==> src/rtl/fetch_pkg.sv <==
// Shared types and constants for the instruction fetch unit: FSM states,
// queue entry layout and PC helpers.
package fetch_pkg;

    localparam int INSTR_WIDTH = 32;
    localparam int ADDR_WIDTH  = 64;
    localparam logic [ADDR_WIDTH-1:0] PC_STEP = ADDR_WIDTH'(4);

    typedef enum logic [1:0] {
        ST_IDLE  = 2'd0,
        ST_REQ   = 2'd1,
        ST_DRAIN = 2'd2
    } fetch_state_e;

    typedef struct packed {
        logic [ADDR_WIDTH-1:0]  pc;
        logic [INSTR_WIDTH-1:0] instr;
    } fetch_entry_t;

    function automatic logic [ADDR_WIDTH-1:0] align_pc(input logic [ADDR_WIDTH-1:0] pc);
        return {pc[ADDR_WIDTH-1:2], 2'b00};
    endfunction

endpackage

==> src/rtl/fetch_if.sv <==
// Fetch bus: instruction-cache handshake, execute redirect and decode
// hand-off. The fetch unit is the master; cache/execute/decode form the slave.
interface fetch_if;
    import fetch_pkg::*;

    logic                   icache_read_enable;
    logic [ADDR_WIDTH-1:0]  icache_address;
    logic [INSTR_WIDTH-1:0] icache_data;
    logic                   icache_send_enable;
    logic                   icache_jump_reset;

    logic                   redirect_valid;
    logic [ADDR_WIDTH-1:0]  redirect_pc;

    logic                   dec_valid;
    logic                   dec_ready;
    logic [INSTR_WIDTH-1:0] dec_instr;
    logic [ADDR_WIDTH-1:0]  dec_pc;

    modport master (
        output icache_read_enable, icache_address, icache_jump_reset,
        output dec_valid, dec_instr, dec_pc,
        input  icache_data, icache_send_enable,
        input  redirect_valid, redirect_pc, dec_ready
    );

    modport slave (
        input  icache_read_enable, icache_address, icache_jump_reset,
        input  dec_valid, dec_instr, dec_pc,
        output icache_data, icache_send_enable,
        output redirect_valid, redirect_pc, dec_ready
    );

endinterface

==> src/rtl/fetch_queue.sv <==
// Two-entry FIFO between fetch and decode. A flush empties it in one cycle
// and takes priority over a same-cycle push or pop.
module fetch_queue
    import fetch_pkg::*;
(
    input  logic         clock,
    input  logic         reset,
    input  logic         i_flush,
    input  logic         i_push,
    input  fetch_entry_t i_push_entry,
    input  logic         i_pop,
    output logic         o_valid,
    output fetch_entry_t o_head,
    output logic [1:0]   o_count
);

    localparam int DEPTH = 2;

    fetch_entry_t r_mem [DEPTH];
    logic         r_wr_ptr;
    logic         r_rd_ptr;
    logic [1:0]   r_count;
    logic         w_pop;

    assign o_valid = (r_count != 2'd0);
    assign o_head  = r_mem[r_rd_ptr];
    assign o_count = r_count;
    assign w_pop   = i_pop && o_valid;

    always_ff @(posedge clock) begin
        if (reset || i_flush) begin
            r_wr_ptr <= 1'b0;
            r_rd_ptr <= 1'b0;
            r_count  <= 2'd0;
        end else begin
            if (i_push) r_wr_ptr <= ~r_wr_ptr;
            if (w_pop)  r_rd_ptr <= ~r_rd_ptr;
            case ({i_push, w_pop})
                2'b10:   r_count <= r_count + 2'd1;
                2'b01:   r_count <= r_count - 2'd1;
                default: r_count <= r_count;
            endcase
        end
    end

    // NOTE: storage is reset as well so the decode head reads zero out of reset.
    always_ff @(posedge clock) begin
        if (reset) begin
            for (int i = 0; i < DEPTH; i++) r_mem[i] <= '0;
        end else if (i_push && !i_flush) begin
            r_mem[r_wr_ptr] <= i_push_entry;
        end
    end

endmodule

==> src/rtl/fetch_unit.sv <==
// Instruction fetch unit: one outstanding four-phase cache request feeding a
// two-entry decode queue. Define FETCH_PERF_CNT_EN to build the perf counters.
module fetch_unit
    import fetch_pkg::*;
#(
    parameter logic [ADDR_WIDTH-1:0] RESET_PC = 64'h0
) (
    input  logic        clock,
    input  logic        reset,
    fetch_if.master     bus,
    output logic [31:0] perf_fetch_count,
    output logic [31:0] perf_stall_count
);

    fetch_state_e          r_state;
    fetch_state_e          w_state_nxt;
    logic [ADDR_WIDTH-1:0] r_pc;
    logic [ADDR_WIDTH-1:0] r_address;
    logic [ADDR_WIDTH-1:0] w_address_nxt;
    logic                  r_read_enable;
    logic                  w_read_enable_nxt;
    logic                  r_jump_reset;
    logic                  r_squash;
    logic                  w_capture;
    logic                  w_push;
    logic                  w_can_issue;
    logic [1:0]            w_count;
    logic                  w_dec_valid;
    fetch_entry_t          w_push_entry;
    fetch_entry_t          w_head;

    assign w_capture    = (r_state == ST_REQ) && bus.icache_send_enable;
    assign w_push       = w_capture && !r_squash && !bus.redirect_valid;
    // A lingering send_enable (e.g. after a reset mid-handshake) also blocks a new request.
    assign w_can_issue  = (w_count < 2'd2) && !bus.redirect_valid && !bus.icache_send_enable;
    assign w_push_entry = '{pc: r_address, instr: bus.icache_data};

    // NOTE: state uses non-blocking assignments so every flop samples pre-edge values.
    always_ff @(posedge clock) begin
        if (reset) r_state <= ST_IDLE;
        else       r_state <= w_state_nxt;
    end

    // NOTE: every comb output gets a default first so no latch is inferred.
    always_comb begin
        w_state_nxt = r_state;
        case (r_state)
            ST_IDLE:  if (w_can_issue)             w_state_nxt = ST_REQ;
            ST_REQ:   if (bus.icache_send_enable)  w_state_nxt = ST_DRAIN;
            ST_DRAIN: if (!bus.icache_send_enable) w_state_nxt = ST_IDLE;
            default:                               w_state_nxt = ST_IDLE;
        endcase
    end

    always_comb begin
        w_read_enable_nxt = (w_state_nxt == ST_REQ);
        w_address_nxt     = r_address;
        if (r_state == ST_IDLE && w_state_nxt == ST_REQ) w_address_nxt = r_pc;
    end

    always_ff @(posedge clock) begin
        if (reset) begin
            r_read_enable <= 1'b0;
            r_address     <= '0;
            r_jump_reset  <= 1'b0;
        end else begin
            r_read_enable <= w_read_enable_nxt;
            r_address     <= w_address_nxt;
            r_jump_reset  <= bus.redirect_valid;
        end
    end

    always_ff @(posedge clock) begin
        if (reset)                          r_pc <= align_pc(RESET_PC);
        else if (bus.redirect_valid)        r_pc <= align_pc(bus.redirect_pc);
        else if (w_capture && !r_squash)    r_pc <= r_pc + PC_STEP;
    end

    // Squash marks the in-flight word as stale; it lives until the handshake closes.
    always_ff @(posedge clock) begin
        if (reset)
            r_squash <= 1'b0;
        else if (r_state == ST_DRAIN && !bus.icache_send_enable)
            r_squash <= 1'b0;
        else if (r_state == ST_REQ && !bus.icache_send_enable && bus.redirect_valid)
            r_squash <= 1'b1;
    end

    fetch_queue u_queue (
        .clock        (clock),
        .reset        (reset),
        .i_flush      (bus.redirect_valid),
        .i_push       (w_push),
        .i_push_entry (w_push_entry),
        .i_pop        (bus.dec_ready),
        .o_valid      (w_dec_valid),
        .o_head       (w_head),
        .o_count      (w_count)
    );

    assign bus.icache_read_enable = r_read_enable;
    assign bus.icache_address     = r_address;
    assign bus.icache_jump_reset  = r_jump_reset;
    assign bus.dec_valid          = w_dec_valid;
    assign bus.dec_instr          = w_head.instr;
    assign bus.dec_pc             = w_head.pc;

`ifdef FETCH_PERF_CNT_EN
    logic [31:0] r_fetch_count;
    logic [31:0] r_stall_count;

    always_ff @(posedge clock) begin
        if (reset) begin
            r_fetch_count <= '0;
            r_stall_count <= '0;
        end else begin
            if (w_push && r_fetch_count != '1)
                r_fetch_count <= r_fetch_count + 32'd1;
            if (r_state == ST_REQ && !bus.icache_send_enable && r_stall_count != '1)
                r_stall_count <= r_stall_count + 32'd1;
        end
    end

    assign perf_fetch_count = r_fetch_count;
    assign perf_stall_count = r_stall_count;
`else
    assign perf_fetch_count = '0;
    assign perf_stall_count = '0;
`endif

endmodule
==> src/flat_wrapper.sv <==
// flat-port wrapper written by rule: the top's interface ports become plain ports
module fetch_unit_flat import fetch_pkg::*;
#(
    parameter logic [ADDR_WIDTH-1:0] RESET_PC = 64'h0
)
  (clock, reset, perf_fetch_count, perf_stall_count, bus_icache_read_enable, bus_icache_address, bus_icache_jump_reset, bus_dec_valid, bus_dec_instr, bus_dec_pc, bus_icache_data, bus_icache_send_enable, bus_redirect_valid, bus_redirect_pc, bus_dec_ready);
  fetch_if bus_i ();
  input  logic clock;
  input  logic reset;
  output logic [31:0] perf_fetch_count;
  output logic [31:0] perf_stall_count;
  output wire logic [$bits(bus_i.icache_read_enable)-1:0] bus_icache_read_enable;
  output wire logic [$bits(bus_i.icache_address)-1:0] bus_icache_address;
  output wire logic [$bits(bus_i.icache_jump_reset)-1:0] bus_icache_jump_reset;
  output wire logic [$bits(bus_i.dec_valid)-1:0] bus_dec_valid;
  output wire logic [$bits(bus_i.dec_instr)-1:0] bus_dec_instr;
  output wire logic [$bits(bus_i.dec_pc)-1:0] bus_dec_pc;
  input wire logic [$bits(bus_i.icache_data)-1:0] bus_icache_data;
  input wire logic [$bits(bus_i.icache_send_enable)-1:0] bus_icache_send_enable;
  input wire logic [$bits(bus_i.redirect_valid)-1:0] bus_redirect_valid;
  input wire logic [$bits(bus_i.redirect_pc)-1:0] bus_redirect_pc;
  input wire logic [$bits(bus_i.dec_ready)-1:0] bus_dec_ready;
  assign bus_icache_read_enable = bus_i.icache_read_enable;
  assign bus_icache_address = bus_i.icache_address;
  assign bus_icache_jump_reset = bus_i.icache_jump_reset;
  assign bus_dec_valid = bus_i.dec_valid;
  assign bus_dec_instr = bus_i.dec_instr;
  assign bus_dec_pc = bus_i.dec_pc;
  assign bus_i.icache_data = bus_icache_data;
  assign bus_i.icache_send_enable = bus_icache_send_enable;
  assign bus_i.redirect_valid = bus_redirect_valid;
  assign bus_i.redirect_pc = bus_redirect_pc;
  assign bus_i.dec_ready = bus_dec_ready;
  fetch_unit #(.RESET_PC(RESET_PC)) u_core (.clock(clock), .reset(reset), .bus(bus_i), .perf_fetch_count(perf_fetch_count), .perf_stall_count(perf_stall_count));
endmodule
==> config.mk <==
export PLATFORM = sky130hd
export DESIGN_NAME = fetch_unit_flat
export DESIGN_NICKNAME = d
export VERILOG_FILES = /design/src/rtl/fetch_pkg.sv /design/src/rtl/fetch_if.sv /design/src/rtl/fetch_queue.sv /design/src/rtl/fetch_unit.sv /design/src/flat_wrapper.sv
export SDC_FILE = /design/constraint.sdc
export NUM_CORES = 1
export LEC_CHECK = 0
export BUFFER_PORTS_ARGS = -buffer_cell sky130_fd_sc_hd__buf_2
export CAP_MARGIN = 25
export CORE_UTILIZATION = 50
export CTS_CLUSTER_DIAMETER = 100
export DETAILED_ROUTE_END_ITERATION = 8
export PLACE_DENSITY = 0.74
export SYNTH_ARGS = -nofsm -noshare
export SYNTH_HDL_FRONTEND = slang
export SYNTH_SLANG_ARGS = --single-unit
==> constraint.sdc <==
create_clock -name clock -period 8.05 [get_ports clock]
set_input_delay 1.61 -clock clock [delete_from_list [all_inputs] [get_ports clock]]
set_output_delay 1.61 -clock clock [all_outputs]
set_load 0.05 [all_outputs]
### Word level (Yosys, flattened, before mapping)

Memories as Yosys holds them, arrays and structs flattened. A register that Yosys moved wholly into a read port is not among the register bits.
Index checks and enable logic that the tools add are counted.

* RAM bits: 192
* output and inout port bits: 227
* flip-flop bits (word level): 137
* input bits: 101
* logic and storage cells: 61
* memories kept: 1

Memories
* u_core.u_queue.r_mem: depth 2, bits a word 96, rd ports 1, clocked after Yosys merged registers in 1, wr ports 2, RTL line fetch_queue.sv:19 `fetch_entry_t r_mem [DEPTH];`

* equality and inequality tests: 5
* bitwise operators: 2
* reductions and logical operators: 22
* magnitude comparators: 1
* muxes and demuxes: 17
* add/sub/neg operators: 3

Operator list (count)
* 2-to-1 mux 64 bit: 2
* 2-to-1 mux 96 bit: 1
* OR reduction 96 bit: 1
* adder 64 x 3 -> 64 bit, second input constant: 1
* logical AND 1 bit: 11
* 2-to-1 mux 1 bit: 9
* equality test 2 x 1 -> 1 bit, second input constant: 3
* 2-to-1 mux 2 bit: 3
* one-hot mux 2 bit (3 select lines): 1
* nonzero test 2 bit: 3
* equality test 2 bit, second input constant: 2
* one-hot mux 2 bit (2 select lines): 1
* OR reduction 2 bit: 2
* logical NOT 1 bit: 3
* adder 2 x 1 -> 2 bit, second input constant: 1
* logical NOT 2 bit: 1
* < comparator 2 bit, second input constant: 1
* NOT 1 bit: 2
* subtractor 2 x 1 -> 2 bit, second input constant: 1
* logical OR 1 bit: 1

### Depth between registers and ports, before layout

* word-level depth: 10
* gate-level depth with buffers: 7
* depth with buffers taken out: 6

### Modules after synthesis

Synthesis repeated with hierarchy kept, for this count alone.

* cells, all modules: 1405
* area, all modules: 15351.0 µm²

Modules (own cells, without submodules)
* fetch_queue: times used 1, area each 8620.8 µm², seq. area each 5865.6 µm², cells each 559
* fetch_unit: times used 1, area each 6730.2 µm², seq. area each 2582.5 µm², cells each 846

### Least setup slack after synthesis

Ideal clock, no wire load.

* path type: input -> register
* from: in bus_icache_send_enable
* to: mem u_core.u_queue.r_mem[0][0] in the netlist's numbering, enable pin
* required time: 7.484 ns
* stages on the path: 4
* path buffers: 1
* library setup time: 0.566 ns
* data arrival time: 6.631 ns
* slack: 0.853 ns
* cell sequence: and4bb_2 > clkbuf_1 > nand2_1 > o21bai_1

RTL lines
* start, declared: RTL line flat_wrapper.sv:19 `input wire logic [$bits(bus_i.icache_send_enable)-1:0] bus_icache_send_enable;`
* end, declared: RTL line fetch_queue.sv:19

==> impl_metrics.json <==
{
  "critPathMaxFanout": 95,
  "skew_ps": 18.15,
  "hold_path_class": "flip-flop to flip-flop",
  "start_util_pct": 51.19,
  "hold_viol_final": 0,
  "netlist_instances": 1365,
  "cts_resized": 0,
  "die_h_microns": 174.1,
  "area_growth_pct": 17.14,
  "synthArstFlopShare_pct": 0,
  "worstPathArrival_ps": 4660,
  "dieArea_sq_um": 30320,
  "synth_top_family_by_area": "simple AND/OR/NAND/NOR gates",
  "relSlewSlack_pct": 33.10,
  "status": "completed",
  "drt-vias-per-instance": 5.398,
  "grt_pass1_wl_microns": 55940,
  "tns_ps": 0,
  "placed_area_sq_um": 16200,
  "multiInputGateArea_sq_um": 5873,
  "synthAdderAreaFrac_pct": 0.1689,
  "ys_top_cells_by_area": "edfxtp_1 38%, dfxtp_1 18%, and2_1 8.2%",
  "grt_max_degree": 105,
  "cts_root_buf": "clkbuf_16",
  "drcViolationCount": 0,
  "synth_edf_count": 188,
  "fillers": 2402,
  "h-tree-depth": 2,
  "synth_area_sq_um": 14810,
  "synth_mux_area_share_pct": 7.349,
  "grt_overflow_total": 0,
  "slew_viol_final": 0,
  "ys_warn_count": 0,
  "synth_compound_area_share_pct": 6.775,
  "clk_latency_ps": 520,
  "vias": 10833,
  "ir_drop_uv": 113.9,
  "synthSimpleGateAreaFrac_pct": 21.29,
  "cp.required_ps": 8190,
  "r2r-start": "u_core.r_state[0]$_SDFF_PP0_",
  "min_period_over_period_pct": 56.18,
  "min_from": "u_core.bus.icache_address[4]$_SDFFE_PP0P_",
  "hold_slack_ps": 475.9,
  "drtPass1Iterations": 5,
  "clock_path_buffers": 3,
  "synthXorXnorAreaFrac_pct": 2.188,
  "synth_top_area_share_pct": 38.11,
  "finalNonFillerCells": 2007,
  "postRouteAntennaNets": 0,
  "antenna_found_initial": 5,
  "post_cts_buffers": 0,
  "holdBufCountCts": 0,
  "drt_iter0_drc": 834,
  "synth_common_cells": "194 x and2_1, 188 x edfxtp_1, 165 x nand2_1",
  "num_rows": 62,
  "synth_most_common_cell": "and2_1",
  "design_area_sq_um": 17350,
  "die_x_microns": 174.1,
  "design.core.area_sq_um": 28940,
  "synth_top_cell_by_area": "edfxtp_1",
  "path_class": "input port to flip-flop",
  "power_leakage_nw": 6.836,
  "drt_wl_total_microns": 35930,
  "grt_pass1_vias": 10391,
  "regArea_sq_um": 8332,
  "yosysSeqAreaShare_pct": 56.23,
  "cts.sinks": 322,
  "ys_ff_latch": 322,
  "ys.flop_type": "edfxtp_1",
  "fin_crit_ps": 4523,
  "synth_cell_types": 56,
  "worst_setup_path_start_kind": "input port",
  "cts_tree": "built",
  "tightest_slew_ps": 995.8,
  "cp-end-kind": "flip-flop",
  "drive_gt1_share_pct": 27.13,
  "fmax_mhz": 221.1,
  "gr-usage-all-layers_pct": 23.30,
  "path_clk_slew_ps": 60,
  "nNetsFinal": 1694,
  "place_congestion": 0.8314,
  "ios": 328,
  "cts_made_buffers": 35,
  "dp_hpwl_microns": 24230,
  "setup_viol_count_final": 0,
  "cap_violations": 0,
  "power_density_nw_per_um2": 218.9,
  "dp.cells": 1937,
  "port_buffers": 257,
  "critPathLaunch": "bus_redirect_valid",
  "synth.avg_cell_area_sq_um": 10.85,
  "wl_per_cell_microns": 17.90,
  "rsz0062_at_grt": "false"
}
## placed cells by master (no fill, tap or decap), types with 5 or more instances in the layout
cell type	synthesis	layout
o21ai_0	11	11
dfxtp_1	134	133
nor4_1	16	16
o31ai_1	5	5
and4_1	10	10
and3_1	13	12
or2_2	6	5
buf_2	0	256
clkbuf_1	74	12
nor4b_1	6	6
buf_4	68	11
xnor2_1	24	24
or3_1	10	10
a211oi_1	29	29
clkbuf_16	0	36
nor3_1	18	17
clkbuf_8	0	5
inv_1	18	18
a311oi_1	13	13
or4_1	10	10
nand3_1	23	23
nand4_1	30	30
a21oi_1	74	74
clkinv_2	0	6
nand2_1	165	164
xor2_1	13	13
nor2_1	61	61
and2_1	194	193
mux2_2	94	94
diode_2	0	5
edfxtp_1	188	188
conb_1	1	68
a2111oi_0	11	11
## cells by family (layout without fill, tap and decap cells)
| kind of cell | count (synthesis) | after routing |
|---|---|---|
| simple gates | 581 | 581 |
| flops | 322 | 322 |
| buf+inv | 168 | 354 |
| compound gates | 157 | 157 |
| mux | 97 | 97 |
| xor+xnor | 37 | 37 |
| fa+ha+maj | 2 | 2 |
| other cells | 1 | 73 |
## area by class of cell
type	count	area share, %
Sequential cell	322	48.02
Multi-Input combinational cell	942	33.85
Timing Repair Buffer	271	8.452
Clock buffer	53	5.848
Tap cell	384	2.769
Clock inverter	11	0.5769
Inverter	19	0.4110
Antenna cell	5	0.07211
## report_power, final
group / total [W] / internal (W) / leakage, nW / switching (W)
sequential: 0.00186 / 0.00181 / 3.04 / 0.0000562
clock: 0.00155 / 0.000909 / 0.543 / 0.000640
combinational: 0.000386 / 0.0000942 / 3.25 / 0.000292
total: 0.00380 / 0.00281 / 6.84 / 0.000988
## layer usage
layer	global-route usage [%]	vias up	wire [microns]
met5	0	-	0
met4	7.895	0	814
met3	3.434	54	2165
met2	38.77	401	17610
met1	31.14	5218	15340
li1	-	5160	-
## flip-flops by register name (all words and copies together), names as in the netlist, 2 cells and up, named ones only
| register | count |
|---|---|
| u_core.bus.icache_address | 62 |
| u_core.u_queue.o_count | 2 |
| u_core.r_pc | 62 |
| u_core.r_state | 2 |
| u_core.u_queue.r_mem | 188 |
## stage by stage
step / utilization (%) / setup slack, ps / power [W]
6_report: 59.96 / 3527 / 0.003797
5_1_grt: 59.96 / 3285 / 0.003917
4_1_cts: 59.85 / 3477 / 0.003819
3_5_place_dp: 56.00 / 2947 / 0.002281
3_3_place_gp: 55.71 / 2995 / 0.002268
2_1_floorplan: - / 852.6 / 0.002203
## path summary, 6_finish.rpt
| path | to | slack (ps) | cells after the start |
|---|---|---|---|
| max reg2reg | u_core.u_queue.r_mem[1][93]$_SDFFCE_PN0P_ | 4350 | 5 |
| min | u_core.bus.icache_address[4]$_SDFFE_PP0P_ | 480 | 2 |
| min reg2reg | u_core.bus.icache_address[4]$_SDFFE_PP0P_ | 480 | 2 |
| max | u_core.u_queue.r_mem[1][93]$_SDFFCE_PN0P_ | 3530 | 7 |
## critical path, stage by stage
cell and delay, ps:
buf_2 100, buf_4 300, nor2_1 280, and3_2 210
buf_4 690, or2_4 670, buf_4 670
Power figures use the tool's default switching activity.
